<file path="src/rtl/config_register_bank.sv">
// Write responder with a 16 x 4-bit shadow bank and an active bank for the VGA pipeline.
// Shadow contents are committed on frame_start, or written straight through when IMMEDIATE is set.
module config_register_bank #(
  parameter int ACK_DELAY = 1
) (
  input  logic        clk,
  input  logic        rst,
  input  logic [3:0]  address,
  input  logic [3:0]  data,
  input  logic        valid,
  input  logic        frame_start,
  output logic        ack,
  output logic [63:0] active_regs,
  output logic        pending
);

  typedef enum logic [1:0] {
    IDLE,
    DELAY,
    ACK,
    HOLD
  } state_t;

  localparam logic [2:0] CNT_LAST = 3'((ACK_DELAY >= 2) ? (ACK_DELAY - 2) : 0);

  generate
    if (ACK_DELAY < 1 || ACK_DELAY > 6) begin : g_bad_delay
      $error("config_register_bank: ACK_DELAY must be in 1..6");
    end
  endgenerate

  state_t     state;
  state_t     next_state;
  logic [2:0] cnt;
  logic [2:0] cnt_next;

  logic [3:0] shadow [16];
  logic [3:0] active [16];

  logic       ctrl_imm;
  logic       ctrl_lock;
  logic       wr_en;

  always_ff @(posedge clk or posedge rst) begin
    if (rst) begin
      state <= IDLE;
      cnt   <= '0;
      ack   <= 1'b0;
    end else begin
      state <= next_state;
      cnt   <= cnt_next;
      ack   <= (next_state == ACK);
    end
  end

  // A dropped valid in DELAY means the initiator timed out, so the request is abandoned.
  always_comb begin
    next_state = state;
    cnt_next   = cnt;
    case (state)
      IDLE: begin
        cnt_next = '0;
        if (valid) begin
          if (ACK_DELAY > 1) next_state = DELAY;
          else               next_state = ACK;
        end
      end
      DELAY: begin
        if (!valid) begin
          next_state = IDLE;
          cnt_next   = '0;
        end else if (cnt == CNT_LAST) begin
          next_state = ACK;
        end else begin
          cnt_next = cnt + 3'd1;
        end
      end
      ACK: begin
        next_state = HOLD;
      end
      HOLD: begin
        if (!valid) next_state = IDLE;
      end
      default: begin
        next_state = IDLE;
        cnt_next   = '0;
      end
    endcase
  end

  // Control bits always come from the shadow copy of register 15, as it was before this write.
  always_comb begin
    ctrl_imm  = shadow[15][0];
    ctrl_lock = shadow[15][1];
    wr_en     = (state == ACK) && !(ctrl_lock && (address != 4'hF));
  end

  always_ff @(posedge clk or posedge rst) begin
    if (rst) begin
      for (int i = 0; i < 16; i++) begin
        shadow[i] <= '0;
      end
    end else if (wr_en) begin
      shadow[address] <= data;
    end
  end

  // The commit copies the shadow including any write landing on the same edge.
  always_ff @(posedge clk or posedge rst) begin
    if (rst) begin
      for (int i = 0; i < 16; i++) begin
        active[i] <= '0;
      end
      pending <= 1'b0;
    end else if (frame_start) begin
      for (int i = 0; i < 16; i++) begin
        if (wr_en && (address == 4'(i))) active[i] <= data;
        else                             active[i] <= shadow[i];
      end
      pending <= 1'b0;
    end else if (wr_en) begin
      if (ctrl_imm) active[address] <= data;
      else          pending         <= 1'b1;
    end
  end

  always_comb begin
    active_regs = '0;
    for (int i = 0; i < 16; i++) begin
      active_regs[4*i +: 4] = active[i];
    end
  end

endmodule

</file>
<file path="config.mk">
export PLATFORM = sky130hd
export DESIGN_NAME = config_register_bank
export DESIGN_NICKNAME = d
export VERILOG_FILES = /design/src/rtl/config_register_bank.sv
export SDC_FILE = /design/constraint.sdc
export NUM_CORES = 1
export LEC_CHECK = 0
export ABC_AREA = 1
export BUFFER_PORTS_ARGS = -buffer_cell sky130_fd_sc_hd__buf_2
export CAP_MARGIN = 0
export CORE_ASPECT_RATIO = 0.5
export CORE_MARGIN = 5
export CORE_UTILIZATION = 53
export CTS_CLUSTER_SIZE = 30
export DETAILED_ROUTE_END_ITERATION = 12
export GPL_ROUTABILITY_DRIVEN = 0
export PLACE_DENSITY = 0.76
export SKIP_LAST_GASP = 1
export SYNTH_ARGS = -nofsm -noshare
export SYNTH_HDL_FRONTEND = slang
export SYNTH_SLANG_ARGS = --single-unit
</file>
<file path="constraint.sdc">
create_clock -name clk -period 5.23 [get_ports clk]
set_clock_uncertainty 0.1 [all_clocks]
set_input_delay 1.3075 -clock clk [delete_from_list [all_inputs] [get_ports clk]]
set_output_delay 1.3075 -clock clk [all_outputs]
set_load 0.005 [all_outputs]
</file>
==> out/qor.txt, run 1 <==
setup TNS = 0 ps
Placed Instance Area = 0.00718 mm^2
maxcap violations = 0
die height = 89.2 um
syn_nets = 815
status = completed
Resize count post-CTS = 0
minimum clock period = 3120 ps
CTS Hold Bufs = 0
Reg2Reg Launch Point = state[0]
CTS tree = done
largest fanout on the critical path = 33
setup bufs post-CTS = 0
crit path launch = address[0]
Die ar. = 0.0150 mm^2
Worst Tran Pin Value = 1110 ps
CTS buffer count = 17
Crit Path Class = in -> reg
EDFF count, synth = 0
post-synthesis cell type count = 20
final wirelength = 18.0 mm
Detail Route Antenna Nets = 0
FF-to-FF setup slack = 2790 ps
PD cells = 438 mW/mm^2
largest net degree at the start of global routing = 73
first-pass GRT wire length = 29.8 mm
GRT Overall Usage = 25.3%
Antenna Cells = 0
CORE AREA = 0.0121 mm^2
crit path to = active_regs[43]
Synth Flop Type = dfrtp_1
Vias = 5,981
CTS Sinks = 135
Worst setup EP type = register
Final Hold Viols = 0
wire per inst = 17.2 um
Top Usage Layer GRT = met2
Worst slew margin = 25.8%
met1 Usage GRT = 35.6%
Reg-to-Reg End = active_regs[43]
# IOs = 78
unrepaired setup endpoints after global routing = no
nets@finish = 882
Clock Latency Late Sink = 420 ps
FFs w/ async S/R, synth = 100%
number of global-route vias before repair = 5,801
share of post-route cells with drive strength above 1 = 17.7%
Critical Path RT = 5480 ps
Final Cycle Share = 59.6%
post-synthesis cell area = 0.00666 mm^2
Final setup viols = 0
Vias/cell = 5.72
Data arrival, critical path = 3370 ps
htree depth = 4
M2 GR Usage = 40.2%
Max Clk Rate = 321 MHz
Worst Hold Class = reg -> reg
cells after synthesis = 801
met3 Use GR = 5.30%
Syn-to-layout area delta = 16.8%
Congestion Overflow GR = 0
initial antenna violation count = 0
Final Core Density = 64.5%
clock-pin slew on the worst setup and hold paths = 60 ps
peak supply drop = 0.000301 V
fin area = 0.00777 mm^2
Syn Area/Cell = 8.31 um^2
DRT iter0 DRCs = 538
Final Max Slew Viols = 0
Critical Path Start Type = input port
clk buf depth = 2
P_leak = 3.64 nW
drc violations = 0
Die W = 168 um
Initial Utilization = 55.2%
CTS Root Cell = clkbuf_16
Yosys reg bits = 135
post-DP HPWL = 11.2 mm
Seq/Total Area, Yosys = 50.8%
IO buf count = 77
DR pass1 iterations = 5
reg2reg path depth = 6
Yosys warning count = 0
num rows = 28
==> per-stage QoR <==
stage                     hold slack, ps  cells  setup slack (ps)  total power [W]
final                                403   1045              2110          0.00341
after CTS                            402   1045              2170          0.00341
after global routing                 441   1045              1870          0.00358
after detailed placement             388   1014              1730          0.00219
after floorplan                      361    801               211          0.00193
after global placement               379   1014              1780          0.00216
==> cells in the final DEF, fill, tap and decap left out <==
master / count
nand3_1: 190
nand2_1: 152
dfrtp_1: 135
buf_2: 77
nand4_1: 75
inv_1: 74
and2_1: 60
nor2_1: 18
nor2_2: 18
clkbuf_16: 17
buf_4: 15
nand3_2: 14
o21ai_0: 6
clkinv_2: 6
clkinv_1: 5
bufinv_16: 3
o22ai_1: 2
a21oi_1: 2
ha_1: 2
clkbuf_1: 2
clkbuf_8: 2
o21ai_4: 1
nor2_4: 1
a22oi_1: 1
inv_4: 1
clkinvlp_4: 1
==> cell type report <==
cell class	count	area [um^2]
fill	1015	4280
sequential	135	3380
multi-input combinational	542	2800
timing repair buffer	92	498
clock buffer	21	460
inverter	80	303
tap	165	206
clock inverter	10	128
==> report_power, final <==
part / internal [W] / switching (W)
clock network: 0.000767 / 0.000446
registers: 0.00130 / 0.000106
logic: 0.000299 / 0.000492
==> worst max-delay path: stages <==
cell	delay (ps)
buf_2	100
nand2_1	180
o21ai_4	730
buf_4	380
nand3_1	210
nor2_1	250
nand2_1	80
nand3_1	120
==> synthesized netlist by cell type, types with 4 or more instances <==
| cell type | n | area share [%] |
|---|---|---|
| and2_1 | 60 | 5.6 |
| buf_1 | 4 | 0.23 |
| nand3_2 | 14 | 2.1 |
| buf_2 | 18 | 1.4 |
| clkinv_1 | 5 | 0.28 |
| inv_1 | 75 | 4.2 |
| nor2_1 | 23 | 1.3 |
| nand3_1 | 190 | 14 |
| dfrtp_1 | 135 | 51 |
| clkbuf_1 | 20 | 1.1 |
| nand2_1 | 152 | 8.6 |
| o21ai_0 | 6 | 0.45 |
| nand4_1 | 75 | 7.1 |
| nor2_2 | 14 | 1.3 |
==> per-layer routing <==
metal,up-vias,wire length (um)
met5,-,0
met4,0,250
met3,34,1450
met2,241,8200
met1,2884,8090
li1,2822,-
==> sequential cells by signal, indices dropped and copies added, names as in the netlist <==
register     cells
active_regs     64
shadow          62
cnt              3
state            2
ack              1
ctrl_imm         1
ctrl_lock        1
pending          1
==> worst min path at each step <==
stage	start	endpoint	slack (ps)	depth (start not counted)
6_report	shadow[3]	shadow[3]	400	2
5_1_grt	shadow[3]	shadow[3]	440	2
2_1_floorplan	shadow[2]	shadow[2]	360	2
3_3_place_gp	shadow[2]	shadow[2]	380	2
4_1_cts	shadow[3]	shadow[3]	400	2
3_5_place_dp	shadow[3]	shadow[3]	390	2
==> kinds of logic (layout without fill, tap and decap cells) <==
kind of cell	count (synthesis)	count (layout)	share of synthesized area, %
simple gates	528	528	40.3
flops	135	135	50.8
buf+inv	124	203	7.44
compound gates	12	12	1.15
fa+ha+maj	2	2	0.376
Note: power is estimated with default switching activity, not from simulation.
==> inputs of run 2 (changes only) <==
- clock period: 5.23 -> 2.51 ns (I/O delays scaled with it)
==> out/qor.txt, run 2 (synthesized netlist as in run 1, its figures left out) <==
setup TNS = 0 ps
Final Cycle Share = 81.9%
CORE AREA = 0.0121 mm^2
largest fanout on the critical path = 24
Resize count post-CTS = 0
Initial Utilization = 55.2%
Die ar. = 0.0150 mm^2
CTS buffer count = 17
area occupied by registers = 0.00338 mm^2
Worst slew margin = 44.4%
clock-pin slew on the worst setup and hold paths = 60 ps
multi-input logic area = 0.00279 mm^2
Vias = 6,071
nets@finish = 895
most frequent cells in the layout = nand3_1 (190), nand2_1 (152), dfrtp_1 (135)
drc violations = 0
PD cells = 906 mW/mm^2
CTS tree = done
Detail Route Antenna Nets = 0
Max Clk Rate = 487 MHz
peak supply drop = 0.000445 V
Final Hold Viols = 0
Worst Hold Class = in -> async
first-pass GRT wire length = 29.4 mm
commonest non-fill, non-tap cell in the layout = nand3_1
CTS Root Cell = clkbuf_16
die height = 89.2 um
# IOs = 78
Reg2Reg Launch Point = state[0]
initial antenna violation count = 0
Critical Path Start Type = register
pre-CTS setup slack = 266 ps
wire per inst = 17.2 um
IO buf count = 77
Syn-to-layout area delta = 19.3%
DR pass1 iterations = 6
Die W = 168 um
P_leak = 3.72 nW
share of post-route cells with drive strength above 1 = 18.8%
Worst setup EP type = register
final wirelength = 18.2 mm
PnR worst setup slack = 455 ps
Final Max Slew Viols = 0
Final setup viols = 0
maxcap violations = 0
clk buf depth = 2
Critical Path RT = 2760 ps
CTS Hold Bufs = 0
Antenna Cells = 0
num rows = 28
crit path launch = state[0]
Filler cells = 971
CTS Sinks = 135
largest net degree at the start of global routing = 73
Data arrival, critical path = 2310 ps
Clock Latency Late Sink = 410 ps
status = completed
post-DP HPWL = 12.0 mm
DRT iter0 DRCs = 660
number of global-route vias before repair = 5,796
minimum clock period = 2060 ps
Congestion Overflow GR = 0
Crit Path Class = reg -> reg
worst hold slack = 223 ps
setup bufs post-CTS = 0
GRT Overall Usage = 25.0%
Worst Tran Pin Value = 830 ps
max reg flops = 64
unrepaired setup endpoints after global routing = no
Vias/cell = 5.73
htree depth = 4
-- run 2: cell count changes in the layout (fill, tap and decap cells not counted), sizes merged --
| cell | previous run | this run |
|---|---|---|
| clkbuf | 21 | 20 |
| clkinvlp | 1 | 5 |
| buf | 92 | 105 |
| clkinv | 11 | 9 |
-- run 2: path summary, 6_finish.rpt --
path,to,slack (ps),cells past startpoint
max in group asynchronous,active_regs[36],1740,3
setup reg to reg,active_regs[43],450,6
min in group clk,shadow[3],400,2
hold reg to reg,shadow[3],400,2
setup / recovery,active_regs[43],450,6
hold / removal,shadow[48],220,3
-- run 2: power by group --
part	internal (W)	total, W	switching (W)
Combinational	0.000663	0.00168	0.00102
Sequential	0.00270	0.00293	0.000228
Clock	0.00164	0.00258	0.000946
Total	0.00500	0.00719	0.00219
-- run 2: layout make-up --
type | count | area share (%)
Clock inverter | 12 | 1.88
Clock buffer | 20 | 5.88
Timing Repair Buffer | 105 | 8.13
Multi-Input combinational cell | 542 | 35.1
Inverter | 80 | 3.83
Sequential cell | 135 | 42.6
Tap cell | 165 | 2.60
-- run 2: layer usage --
layer	up-vias	part of all wire, %	track usage (%)
li1	2845	-	-
met1	2894	45	35.7
met2	300	43	38.0
met3	32	9.7	6.36
met4	0	1.8	8.03
met5	-	0	0
-- run 2: critical path: stages (launching register included) --
cell,delay [ps]
dfrtp_1,450
nor2_4,360
buf_4,340
nand3_1,240
nor2_1,310
nand2_1,90
nand3_1,100
-- run 2: stage by stage --
| stage | util, % | instances | total power [W] | area, um^2 |
|---|---|---|---|---|
| after floorplan | - | 801 | 0.00402 | 6660 |
| after global placement | 60.8 | 1027 | 0.00456 | 7320 |
| after detailed placement | 60.8 | 1027 | 0.00461 | 7320 |
| after CTS | 65.9 | 1059 | 0.00720 | 7940 |
| after global routing | 65.9 | 1059 | 0.00760 | 7940 |
| final | 65.9 | 1059 | 0.00719 | 7940 |
